===== config.mk =====
export PLATFORM = sky130hd
export DESIGN_NAME = turn_controller
export DESIGN_NICKNAME = d
export VERILOG_FILES = /design/src/rtl/turn_controller.sv
export SDC_FILE = /design/constraint.sdc
export NUM_CORES = 1
export LEC_CHECK = 0
export CORE_MARGIN = 2
export CORE_UTILIZATION = 28
export CTS_CLUSTER_SIZE = 28
export DETAILED_ROUTE_END_ITERATION = 16
export GPL_ROUTABILITY_DRIVEN = 0
export GPL_TIMING_DRIVEN = 0
export PLACE_DENSITY = 0.48
export SETUP_SLACK_MARGIN = 0.15
export SLEW_MARGIN = 30
export SYNTH_ARGS = -nofsm -noshare
export SYNTH_HDL_FRONTEND = slang
export SYNTH_SLANG_ARGS = --single-unit

===== constraint.sdc =====
create_clock -name clk -period 9.25 [get_ports clk]
set_input_delay 0.925 -clock clk [delete_from_list [all_inputs] [get_ports clk]]
set_output_delay 0.925 -clock clk [all_outputs]
set_load 0.05 [all_outputs]

===== src/rtl/turn_controller.sv =====
// Turn sequencer for an N-player, N-cell board game: cursor movement over free
// cells, commit strobe to the board, random free-cell pick on turn timeout.
module turn_controller #(
  parameter int N_PLAYERS      = 2,
  parameter int N_CELLS        = 9,
  parameter int TIMEOUT_CYCLES = 1500000000,
  parameter int POS_W          = $clog2(N_CELLS),
  parameter int PLY_W          = $clog2(N_PLAYERS + 1)
) (
  input  logic               clk,
  input  logic               hrd_rst,
  input  logic               start,
  input  logic               move_b,
  input  logic               select,
  input  logic [N_CELLS-1:0] busy_map,
  input  logic               win,
  input  logic               full,
  output logic               rst,
  output logic               w_e,
  output logic [POS_W-1:0]   pos,
  output logic [PLY_W-1:0]   player,
  output logic [PLY_W-1:0]   winner,
  output logic               winner_s,
  output logic               timeout_o
);

  typedef enum logic [2:0] {
    S_IDLE, S_CLEAR, S_TURN, S_PROBE, S_WRITE, S_CHECK, S_DONE
  } state_t;

  state_t           state;
  logic [POS_W-1:0] cursor;
  logic [POS_W-1:0] probe;
  logic [31:0]      timer;
  logic [15:0]      lfsr;

  logic [POS_W-1:0] next_free;
  logic             found;
  logic [POS_W:0]   sum;
  logic [POS_W-1:0] idx;
  logic [POS_W-1:0] rnd;
  logic             sel_ok;
  logic             timer_end;

  // Nearest free cell after the cursor, wrapping; holds if none other is free.
  always_comb begin
    next_free = cursor;
    found     = 1'b0;
    sum       = '0;
    idx       = '0;
    for (int k = 1; k < N_CELLS; k++) begin
      sum = {1'b0, cursor} + (POS_W+1)'(k);
      if (sum >= (POS_W+1)'(N_CELLS))
        sum = sum - (POS_W+1)'(N_CELLS);
      idx = sum[POS_W-1:0];
      if (!found && !busy_map[idx]) begin
        next_free = idx;
        found     = 1'b1;
      end
    end
  end

  always_comb begin
    rnd = lfsr[POS_W-1:0];
    if ({1'b0, lfsr[POS_W-1:0]} >= (POS_W+1)'(N_CELLS))
      rnd = POS_W'({1'b0, lfsr[POS_W-1:0]} - (POS_W+1)'(N_CELLS));
  end

  assign sel_ok    = select && !busy_map[cursor];
  assign timer_end = (timer == 32'(TIMEOUT_CYCLES - 1));

  always_ff @(posedge clk) begin
    if (hrd_rst) begin
      state     <= S_IDLE;
      cursor    <= '0;
      probe     <= '0;
      pos       <= '0;
      player    <= PLY_W'(1);
      winner    <= '0;
      timer     <= '0;
      lfsr      <= 16'hACE1;
      rst       <= 1'b0;
      w_e       <= 1'b0;
      winner_s  <= 1'b0;
      timeout_o <= 1'b0;
    end else begin
      lfsr      <= {lfsr[0] ^ lfsr[2] ^ lfsr[3] ^ lfsr[5], lfsr[15:1]};
      rst       <= 1'b0;
      w_e       <= 1'b0;
      timeout_o <= 1'b0;
      case (state)
        S_IDLE: begin
          if (start) begin
            state <= S_CLEAR;
            rst   <= 1'b1;
          end
        end
        S_CLEAR: begin
          player <= PLY_W'(1);
          cursor <= '0;
          pos    <= '0;
          winner <= '0;
          timer  <= '0;
          state  <= S_TURN;
        end
        S_TURN: begin
          if (sel_ok) begin
            pos   <= cursor;
            w_e   <= 1'b1;
            state <= S_WRITE;
          end else if (timer_end) begin
            probe <= rnd;
            pos   <= rnd;
            state <= S_PROBE;
          end else begin
            timer <= timer + 32'd1;
            // Registered pulse lands in the cycle where the timer hits its end.
            if (timer == 32'(TIMEOUT_CYCLES - 2))
              timeout_o <= 1'b1;
            if (move_b) begin
              cursor <= next_free;
              pos    <= next_free;
            end
          end
        end
        S_PROBE: begin
          if (!busy_map[probe]) begin
            w_e   <= 1'b1;
            state <= S_WRITE;
          end else begin
            probe <= (probe == POS_W'(N_CELLS - 1)) ? '0 : probe + 1'b1;
            pos   <= (probe == POS_W'(N_CELLS - 1)) ? '0 : probe + 1'b1;
          end
        end
        S_WRITE: state <= S_CHECK;
        S_CHECK: begin
          if (win) begin
            winner   <= player;
            winner_s <= 1'b1;
            state    <= S_DONE;
          end else if (full) begin
            winner   <= '0;
            winner_s <= 1'b1;
            state    <= S_DONE;
          end else begin
            player <= (player == PLY_W'(N_PLAYERS)) ? PLY_W'(1) : player + 1'b1;
            timer  <= '0;
            pos    <= cursor;
            state  <= S_TURN;
          end
        end
        S_DONE: begin
          if (start) begin
            winner_s <= 1'b0;
            rst      <= 1'b1;
            state    <= S_CLEAR;
          end
        end
        default: state <= S_IDLE;
      endcase
    end
  end

endmodule


======== Word level (Yosys, flattened, before mapping) ========
Cells that the tools add are included.
word-level totals
  register bits after elaboration ......... 71
  input port bits ......................... 16
  output and inout bits ................... 12
  logic and storage cells ................. 205
operators by class
  add/subtract/negate cells ............... 20
  magnitude comparators ................... 19
  eq/ne operators ......................... 23
  mux-type cells .......................... 86
  bitwise gates (word level) .............. 5
  reduce and logical (&&, ||, !) cells .... 40
operator list
  cell                                                                                  number
  32-bit two-way mux                                                                    4
  4-bit two-way mux                                                                     28
  32-bit one-hot mux with 3 select lines                                                1
  32-bit by 31-bit == test with 1-bit output (second input constant)                    2
  4-bit by 5-bit < comparator with 1-bit output (second input constant)                 10
  1-bit binary-select mux with 4-bit select                                             10
  5-bit by 4-bit greater-or-equal comparator with 1-bit output (second input constant)  8
  4-bit subtractor (second input constant)                                              9
  32-bit by 1-bit adder with 32-bit output (second input constant)                      1
  1-bit two-way mux                                                                     24
  4-bit by 3-bit adder with 5-bit output (second input constant)                        4
  3-bit two-way mux                                                                     6
  2-bit != test (second input constant)                                                 9
  3-bit one-hot mux with 6 select lines                                                 1
  4-bit one-hot mux with 2 select lines                                                 2
  4-bit one-hot mux with 4 select lines                                                 1
  1-bit zero test                                                                       14
  4-bit by 2-bit adder with 5-bit output (second input constant)                        2
  2-bit two-way mux                                                                     5
  5-bit AND reduction                                                                   2
  3-bit == test (second input constant)                                                 3
  3-bit AND reduction                                                                   3
  1-bit logical AND                                                                     8
  2-bit one-hot mux with 2 select lines                                                 2
  23 further kinds                                                                      34

======== Longest topological paths before layout ========
  depth in word-level cells ............... 30
  depth in mapped cells ................... 18
  gate-level depth less buffers ........... 14

======== Worst setup path before layout ========
No wires, ideal clock.
  path type ............................... register to register
  start ................................... register cursor[0]
  end ..................................... register pos[3]
  library setup time ...................... 0.088 ns
  arrival time ............................ 4.202 ns
  required time ........................... 9.162 ns
  path slack .............................. 4.960 ns
  cell stages (with the launch flop) ...... 17
  buffers on the path ..................... 3
  clock period less this slack ............ 4.290 ns
  cell sequence ........................... dfxtp_1 > clkinv_1 > clkbuf_1 > buf_2 > ha_1 > buf_2 > nor3b_2 > nand3_1 > a21o_1 > and2_1 > or4_1 > a41oi_2 > or4b_4 > o211a_2 > o31ai_2 > nand2_1 > a311oi_2
between the ends
  word-level cells in the longest chain between the ends .. 30
  elaborated cells on any way between the ends .. 93
  those cells by class .................... add/sub: 16; order compare: 8; eq/ne: 1; mux: 45; reduce/logical: 23
ends and longest elaborated chain
  what                                                                                              RTL line  source
  start: declaration                                                                                32        logic [POS_W-1:0] cursor;
  start signal: assignment                                                                          121       cursor <= next_free;
  4-bit by 2-bit adder with 5-bit output                                                            52        sum = {1'b0, cursor} + (POS_W+1)'(k);
  4-bit subtractor or 5-bit by 4-bit greater-or-equal comparator with 1-bit output (tied branches)  54, 53
  4-bit two-way mux                                                                                 53        if (sum >= (POS_W+1)'(N_CELLS))
  1-bit binary-select mux with 4-bit select                                                         56        if (!found && !busy_map[idx]) begin
  1-bit two-way mux (not written as such)                                                           56
  1-bit zero test                                                                                   56
  1-bit logical AND                                                                                 56
  1-bit two-way mux                                                                                 56
  (+14 left out)                                                                                    -
  1-bit two-way mux                                                                                 56
  1-bit zero test                                                                                   56
  1-bit logical AND                                                                                 56
  4-bit two-way mux                                                                                 56
  4-bit two-way mux                                                                                 120       if (move_b) begin
  4-bit two-way mux                                                                                 111       end else if (timer_end) begin
  4-bit two-way mux                                                                                 107       if (sel_ok) begin
  4-bit one-hot mux with 4 select lines                                                             91        case (state)
  end signal: assignment                                                                            108       pos <= cursor;
  end signal: assignment                                                                            113       pos <= rnd;
  end signal: assignment                                                                            122       pos <= next_free;
  end: declaration                                                                                  20        output logic [POS_W-1:0] pos,
Parallel ways exist; a longest one is shown, timed or not. The select of a mux whose other input is x is not followed.
A chain may end at the register's enable or synchronous reset.

======== Worst setup path after layout ========
Ends and elaborated chain as after synthesis.

==> run summary <==
Status -> finished, final reports clean
Post-synthesis sequential area ratio -> 0.196
Most common cell in the netlist -> nand2_1
First-pass GRT wire length -> 39100 µm
Vias -> 7443
DR iter-0 viols -> 660
Post-Place Cells -> 1292
Synth Instances -> 935
WL per Instance -> 19.4 µm
CTS sink count -> 71
Req. time, crit path -> 9.50 ns
Critical path class -> reg -> reg
Residual DRC -> 0
Slew headroom -> 0.355
Hold_ws -> 0.407 ns
Vias in the first global route -> 7019
Antenna violation net count after detailed routing -> 0
Minimum clock period -> 6.17 ns
Initial Util -> 0.287
Top post-synthesis cells by area -> dfxtp_1 (20%), nand2_1 (4.6%), nor2_1 (4.4%)
CTS Buffer Depth -> 2
Logic gate share of total power -> 0.536
Synth top cells by count -> nand2_1 (89), nor2_1 (85), dfxtp_1 (71)
Syn_area_per_cell -> 7.77 µm²
Fmax -> 162 MHz
Clk pwr share -> 0.256
Post-synthesis cell area -> 0.00726 mm²
Clock Skews -> 0.00746 ns
Main synth FF type -> dfxtp_1
N_diodes -> 0
Tot Pwr -> 1.68 mW
Hold bufs inserted after CTS -> 0
Die Height -> 165 µm
Part of the cycle the worst path needs -> 0.667
Pre-CTS setup slack -> 3.19 ns
Synth Warn # -> 0
TNS Setup -> 0 ns
Worst path top cell family by delay -> buffers and inverters
P_leak -> 2.92 nW
# IOs -> 28
Final worst slack -> 3.08 ns
First-pass DRT Iterations -> 5
H-tree depth -> 3
Share of the synthesized area in the top cell type -> 0.196
DR vias/cell -> 5.69
RSZ-0062 raised after global routing -> false
Internal -> 964 µW
Gr ovfl total -> 0
Hpwl dp -> 19200 µm
Area after DPL -> 0.00795 mm²
Antenna violations before repair -> 0
Maxcap violations -> 0
Worst-path clk slew -> 0.06 ns
Die area -> 0.0272 mm²
Share of power burned in registers -> 0.208
Slew Limit Fails -> 0
Syn_nets -> 976
Worst setup SP type -> flop
Sw Pwr -> 720 µW
EDFF count, synth -> 0
Crit-path slowest cell -> dfxtp_1
CP Capture Type -> flop
Post-layout nets -> 1014
Die width -> 165 µm
Post-CTS sizing -> 0
Site Rows -> 58
Critical Path, Cell by Cell -> clkinv_1 > clkbuf_1 > buf_2 > ha_1 > buf_2 > clkbuf_1 > o21ai_0 > a32oi_1 > nand2_1 > a311oi_1 > o311ai_1 > or4b_4 > o211a_2 > o31ai_2 > nand2_1 > a311oi_2
Worst EP arrival -> 6.41 ns
Largest net degree at the start of global routing -> 14
Final wirelength -> 25300 µm
Skew-Pair Late Insertion Delay -> 0.34 ns
Tot GR Track Use -> 0.186
FILL cells -> 2700
Post-CTS Setup Inserts -> 0
Sum of buffers and inverters on the critical path -> 5
CTS tree -> built
Measured slew at the worst slew-check pin -> 0.957 ns
Root Buffer -> clkbuf_16
Port bufs -> 27
Worst path max stage delay -> 0.64 ns
Worst min path class -> reg -> reg
Core Util, Final -> 0.329
Yosys top cell by area -> dfxtp_1
Distinct cells, synth -> 108
Switch share -> 0.428
Core Area -> 0.0253 mm²
Total CTS buffers -> 9
Setup violators final -> 0
Max Fanout on Critical Path -> 13
Worst vdd ir -> 0.0991 mV
Final instance area -> 0.00832 mm²
Seq cells post-synth -> 71
Non-Filler Instances -> 1308
Async set or reset register ratio after synthesis -> 0
Synthesis-to-finish area growth -> 14.6%
Layout cell share with drive strength beyond 1 -> 0.117
Final Hold Vio Count -> 0
Pwr/cell area -> 202 mW/mm²
flip-flops by register name, summed over array words and instances, names as in the netlist:
signal     count
w_e            1
probe          4
winner         2
timer         32
player         2
timeout_o      1
cursor         4
pos            4
winner_s       1
state          3
rst            1
lfsr          16
power groups by stage:
stage | Combinational (mW) | Clock [mW] | Sequential, mW
6_report | 0.902 | 0.431 | 0.351
5_1_grt | 0.983 | 0.453 | 0.354
4_1_cts | 0.887 | 0.440 | 0.351
3_5_place_dp | 0.883 | 0 | 0.357
3_3_place_gp | 0.887 | 0 | 0.358
2_1_floorplan | 0.654 | 0 | 0.357
per-layer routing:
metal  GRT usage  wire length [µm]
met1       0.254             11800
met2       0.295             11200
met3      0.0282              1460
met4      0.0684               829
met5           0                 0
cells in the final DEF, fill, tap and decap left out, types with 9 or more instances in the layout:
master / n
ha_1: 25
nor2b_1: 16
and3_1: 17
o21a_1: 10
or2_2: 12
nor4_1: 9
nor2_1: 85
nor3_1: 21
mux2i_1: 19
clkbuf_1: 31
clkdlybuf4s50_1: 27
nand3_1: 41
buf_2: 10
o211ai_1: 9
xnor2_1: 22
a31oi_1: 14
inv_1: 26
nand2b_1: 15
o21ai_0: 43
nand2_1: 89
xor2_1: 29
clkbuf_16: 9
dfxtp_1: 71
a21oi_1: 56
a211oi_1: 18
mux4_2: 9
nand4_1: 16
cell families (layout without fill, tap and decap cells):
kind of cell    Yosys count  count (layout)  share of synthesized area
buf+inv                  83             126                     0.0598
xor+xnor                 54              54                     0.0698
simple gates            386             386                      0.279
mux                      35              35                     0.0670
fa+ha+maj                25              25                     0.0431
compound gates          281             281                      0.286
flops                    71              71                      0.196
final timing paths:
kind,from,endpoint,slack (ns),cells after the start
worst max register to register,cursor[0],pos[3],3.08,16
worst max-delay path,cursor[0],pos[3],3.08,16
worst min register to register,lfsr[6],lfsr[5],0.41,1
worst min-delay path,lfsr[6],lfsr[5],0.41,1
final cells by class:
| type | instances | area (µm²) | share of cell area |
|---|---|---|---|
| multi-input cells | 781 | 5410 | 0.650 |
| flip-flops and latches | 71 | 1420 | 0.171 |
| well taps | 330 | 413 | 0.0496 |
| plain buffers | 54 | 325 | 0.0391 |
| repair buffers | 27 | 270 | 0.0325 |
| clock buffers | 11 | 243 | 0.0292 |
| clock inverters | 5 | 129 | 0.0155 |
| inverters | 29 | 109 | 0.0131 |
Note: power is estimated with default switching activity, not from simulation.
